==> config.mk <==
export PLATFORM = sky130hd
export DESIGN_NAME = iter_shift_ctrl_flat
export DESIGN_NICKNAME = d
export VERILOG_FILES = /design/src/rtl/iter_shift_ctrl_pkg.sv /design/src/rtl/iter_shift_ctrl_if.sv /design/src/rtl/iter_shift_ctrl_shift_step.sv /design/src/rtl/iter_shift_ctrl.sv /design/src/flat_wrapper.sv
export SDC_FILE = /design/constraint.sdc
export NUM_CORES = 1
export LEC_CHECK = 0
export ABC_AREA = 1
export CAP_MARGIN = 40
export CORE_AREA = 2 2 100 102
export CTS_CLUSTER_SIZE = 24
export DETAILED_ROUTE_END_ITERATION = 8
export DIE_AREA = 0 0 102 104
export PLACE_DENSITY = 0.87
export SLEW_MARGIN = 20
export SYNTH_ARGS = -nofsm -noshare
export SYNTH_HDL_FRONTEND = slang
export SYNTH_SLANG_ARGS = --single-unit
==> constraint.sdc <==
create_clock -name clk -period 1.9 [get_ports clk]
set_clock_uncertainty 0.05 [all_clocks]
set_input_delay 0.57 -clock clk [delete_from_list [all_inputs] [get_ports clk]]
set_output_delay 0.57 -clock clk [all_outputs]
set_load 0.02 [all_outputs]
==> src/rtl/iter_shift_ctrl_pkg.sv <==
// Shared definitions for the iterative shift unit controller.
//   op_e    : shift operation encodings driven by the ALU/control unit
//   state_e : controller FSM state encodings
package iter_shift_ctrl_pkg;

  localparam int DEFAULT_WIDTH    = 32;
  localparam int DEFAULT_BIG_STEP = 4;

  typedef enum logic [1:0] {
    OP_SLL = 2'b00,
    OP_SRL = 2'b01,
    OP_SRA = 2'b10,
    OP_ROL = 2'b11
  } op_e;

  typedef enum logic [1:0] {
    S_IDLE  = 2'b00,
    S_SHIFT = 2'b01,
    S_DONE  = 2'b10
  } state_e;

endpackage

==> src/rtl/iter_shift_ctrl_if.sv <==
// Request/response bundle between the ALU/control unit and the shift unit.
//   start : request strobe (master -> slave)
//   op    : shift operation (master -> slave)
//   shamt : shift amount, clog2(WIDTH) bits (master -> slave)
//   in    : operand (master -> slave)
//   busy  : unit is processing a request (slave -> master)
//   done  : one-cycle completion pulse (slave -> master)
//   out   : registered result (slave -> master)
interface iter_shift_ctrl_if
  import iter_shift_ctrl_pkg::*;
#(
  parameter int WIDTH = DEFAULT_WIDTH
);

  localparam int SW = $clog2(WIDTH);

  logic             start;
  op_e              op;
  logic [SW-1:0]    shamt;
  logic [WIDTH-1:0] in;
  logic             busy;
  logic             done;
  logic [WIDTH-1:0] out;

  modport master (
    output start, op, shamt, in,
    input  busy, done, out
  );

  modport slave (
    input  start, op, shamt, in,
    output busy, done, out
  );

endinterface

==> src/rtl/iter_shift_ctrl_shift_step.sv <==
// One step of the shift datapath: shifts/rotates acc by BIG_STEP (big=1)
// or by a single bit (big=0).
//   acc      : current accumulator value
//   op       : operation to apply
//   big      : 1 = step by BIG_STEP, 0 = step by 1
//   acc_next : shifted accumulator (combinational)
module shift_step
  import iter_shift_ctrl_pkg::*;
#(
  parameter int WIDTH    = DEFAULT_WIDTH,
  parameter int BIG_STEP = DEFAULT_BIG_STEP
) (
  input  logic [WIDTH-1:0] acc,
  input  op_e              op,
  input  logic             big,
  output logic [WIDTH-1:0] acc_next
);

  logic [WIDTH-1:0] rol_one;
  logic [WIDTH-1:0] rol_big;

  // Rotation is pure wiring: bit gi takes the bit that sits 1 (or
  // BIG_STEP) positions below it, wrapping the MSBs into the LSBs.
  generate
    for (genvar gi = 0; gi < WIDTH; gi++) begin : g_rol
      assign rol_one[gi] = acc[(gi + WIDTH - 1) % WIDTH];
      assign rol_big[gi] = acc[(gi + WIDTH - BIG_STEP) % WIDTH];
    end
  endgenerate

  always_comb begin
    acc_next = acc;
    unique case (op)
      OP_SLL: acc_next = big ? (acc << BIG_STEP) : (acc << 1);
      OP_SRL: acc_next = big ? (acc >> BIG_STEP) : (acc >> 1);
      OP_SRA: acc_next = big ? WIDTH'($signed(acc) >>> BIG_STEP)
                             : WIDTH'($signed(acc) >>> 1);
      OP_ROL: acc_next = big ? rol_big : rol_one;
      default: acc_next = acc;
    endcase
  end

endmodule

==> src/rtl/iter_shift_ctrl.sv <==
// Multi-cycle shift unit controller. A request accepted in IDLE is executed
// by stepping the shift_step datapath (by BIG_STEP while the remaining
// amount allows, then by 1) until the remaining count reaches zero; the
// result is then presented on out with a one-cycle done pulse.
//   clk   : system clock, rising edge
//   rst_n : asynchronous active-low reset
//   bus   : slave side of iter_shift_ctrl_if (start/op/shamt/in in,
//           busy/done/out out)
module iter_shift_ctrl
  import iter_shift_ctrl_pkg::*;
#(
  parameter int WIDTH    = DEFAULT_WIDTH,
  parameter int BIG_STEP = DEFAULT_BIG_STEP
) (
  input  logic                clk,
  input  logic                rst_n,
  iter_shift_ctrl_if.slave    bus
);

  localparam int            SW  = $clog2(WIDTH);
  localparam logic [SW-1:0] BIG = SW'(BIG_STEP);
  localparam logic [SW-1:0] ONE = SW'(1);

  state_e           state_reg;
  logic [WIDTH-1:0] acc_reg;
  logic [WIDTH-1:0] acc_next;
  logic [WIDTH-1:0] out_reg;
  logic [SW-1:0]    rem_reg;
  logic [SW-1:0]    rem_next;
  op_e              op_reg;
  logic             busy_reg;
  logic             done_reg;
  logic             big_step;

  // Take the large step whenever enough shift amount remains; this gives
  // floor(shamt/BIG_STEP) + (shamt mod BIG_STEP) steps in total.
  assign big_step = (rem_reg >= BIG);
  assign rem_next = big_step ? (rem_reg - BIG) : (rem_reg - ONE);

  shift_step #(
    .WIDTH    (WIDTH),
    .BIG_STEP (BIG_STEP)
  ) u_shift_step (
    .acc      (acc_reg),
    .op       (op_reg),
    .big      (big_step),
    .acc_next (acc_next)
  );

  always_ff @(posedge clk or negedge rst_n) begin
    if (!rst_n) begin
      state_reg <= S_IDLE;
      acc_reg   <= '0;
      out_reg   <= '0;
      rem_reg   <= '0;
      op_reg    <= OP_SLL;
      busy_reg  <= 1'b0;
      done_reg  <= 1'b0;
    end else begin
      unique case (state_reg)
        S_IDLE: begin
          done_reg <= 1'b0;
          if (bus.start) begin
            acc_reg  <= bus.in;
            op_reg   <= bus.op;
            rem_reg  <= bus.shamt;
            busy_reg <= 1'b1;
            if (bus.shamt == '0) begin
              // Nothing to shift: the operand is the result.
              state_reg <= S_DONE;
              out_reg   <= bus.in;
              done_reg  <= 1'b1;
            end else begin
              state_reg <= S_SHIFT;
            end
          end else begin
            busy_reg <= 1'b0;
          end
        end

        S_SHIFT: begin
          acc_reg <= acc_next;
          rem_reg <= rem_next;
          if (rem_next == '0) begin
            // Final step: publish the freshly shifted value directly so out
            // is valid in the same cycle done is raised.
            state_reg <= S_DONE;
            out_reg   <= acc_next;
            done_reg  <= 1'b1;
          end
        end

        S_DONE: begin
          state_reg <= S_IDLE;
          busy_reg  <= 1'b0;
          done_reg  <= 1'b0;
        end

        default: begin
          state_reg <= S_IDLE;
          busy_reg  <= 1'b0;
          done_reg  <= 1'b0;
        end
      endcase
    end
  end

  assign bus.busy = busy_reg;
  assign bus.done = done_reg;
  assign bus.out  = out_reg;

endmodule

==> src/flat_wrapper.sv <==
// flat-port wrapper written by rule: the top's interface ports become plain ports
module iter_shift_ctrl_flat import iter_shift_ctrl_pkg::*;
#(
  parameter int WIDTH    = DEFAULT_WIDTH,
  parameter int BIG_STEP = DEFAULT_BIG_STEP
)
  (clk, rst_n, bus_start, bus_op, bus_shamt, bus_in, bus_busy, bus_done, bus_out);
  iter_shift_ctrl_if #(.WIDTH(WIDTH)) bus_i ();
  input  logic clk;
  input  logic rst_n;
  input wire logic [$bits(bus_i.start)-1:0] bus_start;
  input wire logic [$bits(bus_i.op)-1:0] bus_op;
  input wire logic [$bits(bus_i.shamt)-1:0] bus_shamt;
  input wire logic [$bits(bus_i.in)-1:0] bus_in;
  output wire logic [$bits(bus_i.busy)-1:0] bus_busy;
  output wire logic [$bits(bus_i.done)-1:0] bus_done;
  output wire logic [$bits(bus_i.out)-1:0] bus_out;
  assign bus_i.start = bus_start;
  assign bus_i.op = bus_op;
  assign bus_i.shamt = bus_shamt;
  assign bus_i.in = bus_in;
  assign bus_busy = bus_i.busy;
  assign bus_done = bus_i.done;
  assign bus_out = bus_i.out;
  iter_shift_ctrl #(.WIDTH(WIDTH), .BIG_STEP(BIG_STEP)) u_core (.clk(clk), .rst_n(rst_n), .bus(bus_i));
endmodule
Word level (Yosys, flattened, before mapping)
Index checks and enable logic that the tools add are counted.
Widths: inputs -> output; s select.
{ "classes": {"bitwise": 0, "muxes": 24, "n_div": 0, "n_reduce_logical": 9, "multipliers": 0, "n_eq_ne": 7, "shifts": 0, "n_addsub": 2, "magnitude_cmp": 1} }
{ "ops": {"columns": ["operator", "count"], "rows": [
  ["$mux 32", 6],
  ["$pmux 32 s2", 2],
  ["$pmux 32 s4", 1],
  ["$mux 31", 1],
  ["$mux 30", 1],
  ["$logic_not 5->1", 2],
  ["$mux 5", 2],
  ["$pmux 5 s2", 1],
  ["$mux 2", 3],
  ["$reduce_and 2->1", 3],
  ["$ge 5x3->1 const B", 1],
  ["$sub 5x1->5 const B", 1],
  ["$sub 5x3->5 const B", 1],
  ["$eq 2x1->1 const B", 2],
  ["$eq 2x2->1 const B", 2],
  ["$logic_not 2->1", 2],
  ["$mux 1", 4],
  ["$ne 2x1->1 const B", 2],
  ["$pmux 1 s2", 2],
  ["$pmux 2 s2", 1],
  ["$reduce_and 4->1", 1],
  ["$ne 2x2->1 const B", 1],
  ["$reduce_bool 2->1", 1]
]} }
{ "word_totals": {"word_cells": 50, "input_bits": 42, "memories": 0, "register_bits": 75, "latch_bits": 0, "mem_bits_rw": 0, "mem_bits_ro": 0} }

Logic depth before layout (Yosys ltp)
{ "depth": {"ltp_word": 5, "depth_mapped": 15} }

Hierarchy
From an unflattened synthesis, not the netlist that was laid out.
{ "unflattened": {"hier_cells": 694, "area_unflattened_um2": 4644.5} }
{ "modules_own_cells": {"columns": ["mod", "cells_per_inst", "area_each_um2", "instances"], "rows": [
  ["iter_shift_ctrl", 438, 3527.1, 1],
  ["shift_step", 256, 1117.3, 1]
]} }

Worst setup path before layout
OpenSTA, ideal clock, no wires.
{ "synth_path": {"path_type": "register -> register", "startpoint": "reg u_core.rem_reg[2]", "endpoint": "reg u_core.out_reg[29], in the netlist u_core.bus.out[29]", "path_slack_ps": -188, "t_arrival_ps": 1921, "setup_ps": 117, "stages_incl_launch_ff": 15, "required_ps": 1733, "synth_period_minus_slack_ps": 2088, "path_cell_list": "dfrtp_1 inv_2 buf_2 buf_2 ha_1 nor2_1 o21ai_0 nand2_1 nor2_1 nand2_1 nand2_4 nand2_4 buf_6 nand2_1 nand2_1"} }
{ "synth_between": {"elab_chain_cells": 5, "word_cells_on_any_way": 14, "cone_classes": "add/sub: 2; order compare: 1; eq/ne: 1; mux: 8; reduce/logical: 2"} }
{ "synth_lines": {"columns": ["element", "line_no", "source"], "rows": [
  ["from (decl)", "iter_shift_ctrl.sv:28", "logic [SW-1:0] rem_reg;"],
  ["from (signal assigned)", "iter_shift_ctrl.sv:66", "rem_reg <= bus.shamt;"],
  ["from (signal assigned)", "iter_shift_ctrl.sv:83", "rem_reg <= rem_next;"],
  ["$sub 5x1->5, or another cell as far along", "iter_shift_ctrl.sv:38", "assign rem_next = big_step ? (rem_reg - BIG) : (rem_reg - ONE);"],
  ["$mux 5, or another cell as far along", "iter_shift_ctrl.sv:38", null],
  ["$logic_not 5->1 or $pmux 32 s4 (tied branches)", "iter_shift_ctrl.sv:84, iter_shift_ctrl_shift_step.sv:33", null],
  ["$ne 2x1->1 (no source line) or $mux 32 (tied branches)", null, null],
  ["$reduce_and 4->1 (no source line) or $pmux 32 s2 (tied branches)", null, null],
  ["to (signal assigned)", "iter_shift_ctrl.sv:71", "out_reg <= bus.in;"],
  ["to (signal assigned)", "iter_shift_ctrl.sv:88", "out_reg <= acc_next;"],
  ["to (decl)", "iter_shift_ctrl.sv:27", "logic [WIDTH-1:0] out_reg;"]
]} }
Parallel ways exist; a longest one is shown, timed or not. The select of a mux whose other input is x is not followed.
A chain may end at the register's enable or synchronous reset.

Worst setup path after layout
Same ends and word-level chain as after synthesis.

==> results.md <==
- Post-synth EDFFs: 0
- Main area contributors after synthesis: dfrtp_1 41%, nand2_1 23%, nand3_1 10%
- Cell taking the most area after synthesis: dfrtp_1
- GRT Util Overall: 0.270
- TritonRoute pass-1 iters: 5
- Initial antenna violation count: 0
- Max Clock Freq: 509 MHz
- First-pass GRT wire length: ~23 mm
- Crit-path max FO: 12
- WL per Instance: 16.3 µm
- Initial DRC count: slightly below 500
- TritonCTS clock tree: yes
- Primary FF master, synth: dfrtp_1
- YS warnings: 0
- Die ar.: 0.0106 mm²
- I/O Buffers: 75
- Number of global-route vias before repair: 4,928
- Crit path kind: flip-flop to flip-flop
- CTS buffer count: 9
- Syn Inst Count: around 680
- Design Power: 0.0131 W
- Async S/R FF share, synth: 1.00
- Most common cell in the netlist: nand2_1
- Leakage: 3.37 nW
- Tmin final: 1960 ps
- RSZ-0062 raised after global routing: true
- Post-DP HPWL: 9.63 mm
- Routed vias/inst: between 5 and 6
- Switch share: 0.499
- Crit path arrival time: 2160 ps
- Peak VDD IR: between 0.8 and 0.9 mV
- Status: finished, violations left
- Starting Density: 0.479
- Largest net degree at the start of global routing: 76
- Int Pwr: between 0.006 and 0.007 W
- Synth Cell Area: 0.00457 mm²
- Layout cells sized above 1: 0.193
- Final setup fails: 39
- Sequential Power Share: 0.214
- Sw power: 0.00651 W
- Critical Path End Type: flip-flop
- Clk Latency, worst-skew pair: 360 ps
- Area growth from synthesis to layout: 39.3%
- # H-tree levels: 3
- Via count: between 5,000 and 6,000
- Drt total wl: roughly 15 mm
- Cell area after layout: 0.00637 mm²
- Placer Congestion: ~1
- Die Y: 104 µm
- GRT overflow: 0
- Post-synthesis sequential area ratio: 0.411
- Endpoints failing hold: 0
- Core Area: 0.00955 mm²
- Worst slew margin: 0.663
- # DRC: 0
- Inserted Diodes: 0
- Syn Area/Cell: roughly 6.8 µm²
- DRT antenna net count: 0
- Post-DP Area: 0.00573 mm²
- Synth Register Bits: 75
- Post-synth top cells: 285 x nand2_1, 92 x nand3_1, 75 x dfrtp_1
- Slew Limit Fails: 0
- Clock share of power: 0.117
- Comb pwr share: 0.669
- Synth cell types: 26
- Final period util: 1.03
- I/O pin count: between 70 and 80
- Hold_buf cts: 0
- PD cells: 2050 mW/mm²
- Type of origin of the critical path: flip-flop
- Final worst slack: -63.6 ps
- Row count: 36
- Setup WS pre-CTS: -207 ps
- Clock transition at the registers of the reported paths: 80 ps
- Crit path required time: 2100 ps
- Root Buffer: clkbuf_8
- Deepest clock path buffer count: 2
- Slew @ Worst Pin: around 500 ps
- Worst hold path class: input pin to asynchronous set/reset pin
- Syn_nets: 721
- Final Net Count: roughly 820
- Max-Cap Viols: 0
- Fill cells: 809
- Die width: approximately 100 µm
- Violated checks: negative setup slack
- Clock sink count: 75
- Synth top area share: 0.411
-- final cells by class --
cell class                      instances  area (µm²)  area share
Sequential cell                        75        1880       0.295
Clock inverter                          4        98.8      0.0155
Inverter                               62         240      0.0377
Tap cell                              133         166      0.0261
Multi-Input combinational cell        497        2490       0.392
Timing Repair Buffer                  133        1350       0.212
Clock buffer                           11         141      0.0222
-- timing repair --
item / in CTS / in global routing
pin swaps: 4 / 9
endpoints found under the hold margin: 0 / 0
resized for setup: 52 / 91
setup buffers: 3 / 6
gates cloned: 1 / 4
setup endpoints to repair: 71 / 66
-- layout by cell type (no fill, tap or decap), drive strengths merged, types with 24 or more instances in the layout --
cell type	n
buf	56
clkdlybuf4s50	40
dfrtp	75
dlygate4sd2	34
inv	62
nand2	288
nand3	94
nand4	30
nor2	24
o21ai	43
-- per-layer routing --
layer	global-route usage	share of wire
met1	0.359	0.41
met2	0.439	0.48
met3	0.0464	0.077
met4	0.102	0.028
met5	0	0
-- logic make-up after synthesis --
kind of cell | count (synthesis) | synth area share
simple gates | 437 | 0.410
buf+inv | 104 | 0.102
flops | 75 | 0.411
compound gates | 55 | 0.0665
fa+ha+maj | 4 | 0.0110
-- worst paths after layout --
path / startpoint / to / slack [ps] / cells past startpoint
setup / recovery: u_core.rem_reg[2]$_DFFE_PN0P_ / u_core.bus.out[29]$_DFFE_PN0P_ / -60 / 13
hold / removal: rst_n / u_core.bus.out[26]$_DFFE_PN0P_ / 190 / 2
setup reg to reg: u_core.rem_reg[2]$_DFFE_PN0P_ / u_core.bus.out[29]$_DFFE_PN0P_ / -60 / 13
hold reg to reg: u_core.bus.out[16]$_DFFE_PN0P_ / u_core.bus.out[16]$_DFFE_PN0P_ / 420 / 2
max in group asynchronous: rst_n / u_core.bus.out[10]$_DFFE_PN0P_ / 1280 / 2
min in group clk: u_core.bus.out[16]$_DFFE_PN0P_ / u_core.bus.out[16]$_DFFE_PN0P_ / 420 / 2
-- metrics by stage --
stage / util / instances / setup TNS (ps) / hold WS [ps]
after global placement: 0.600 / 886 / -2000 / 406
after global routing: 0.667 / 915 / -8160 / 225
after floorplan: - / 675 / 0 / 224
final: 0.667 / 915 / -1570 / 191
after CTS: 0.630 / 905 / -144 / 210
after detailed placement: 0.600 / 886 / -5360 / 410
-- critical path: stages, from the launching register on --
cell and delay (ps):
dfrtp_1 430, buf_6 150, inv_8 80, ha_4 140, nor2_1 50, o21ai_1 130
nand2_1 80, nor2_1 140, nand2_2 80, nand2_4 150, nand2_8 90, buf_12 160
nand2_1 60, nand2_1 50
-- power by group through the flow --
| stage | Sequential, W | Clock (W) | Combinational (W) |
|---|---|---|---|
| after floorplan | 0.00312 | 0 | 0.00455 |
| after global placement | 0.00276 | 0 | 0.00735 |
| after detailed placement | 0.00279 | 0 | 0.00756 |
| after CTS | 0.00275 | 0.00154 | 0.00759 |
| after global routing | 0.00286 | 0.00160 | 0.00950 |
| final | 0.00279 | 0.00152 | 0.00873 |
Note: power is estimated with default switching activity, not from simulation.
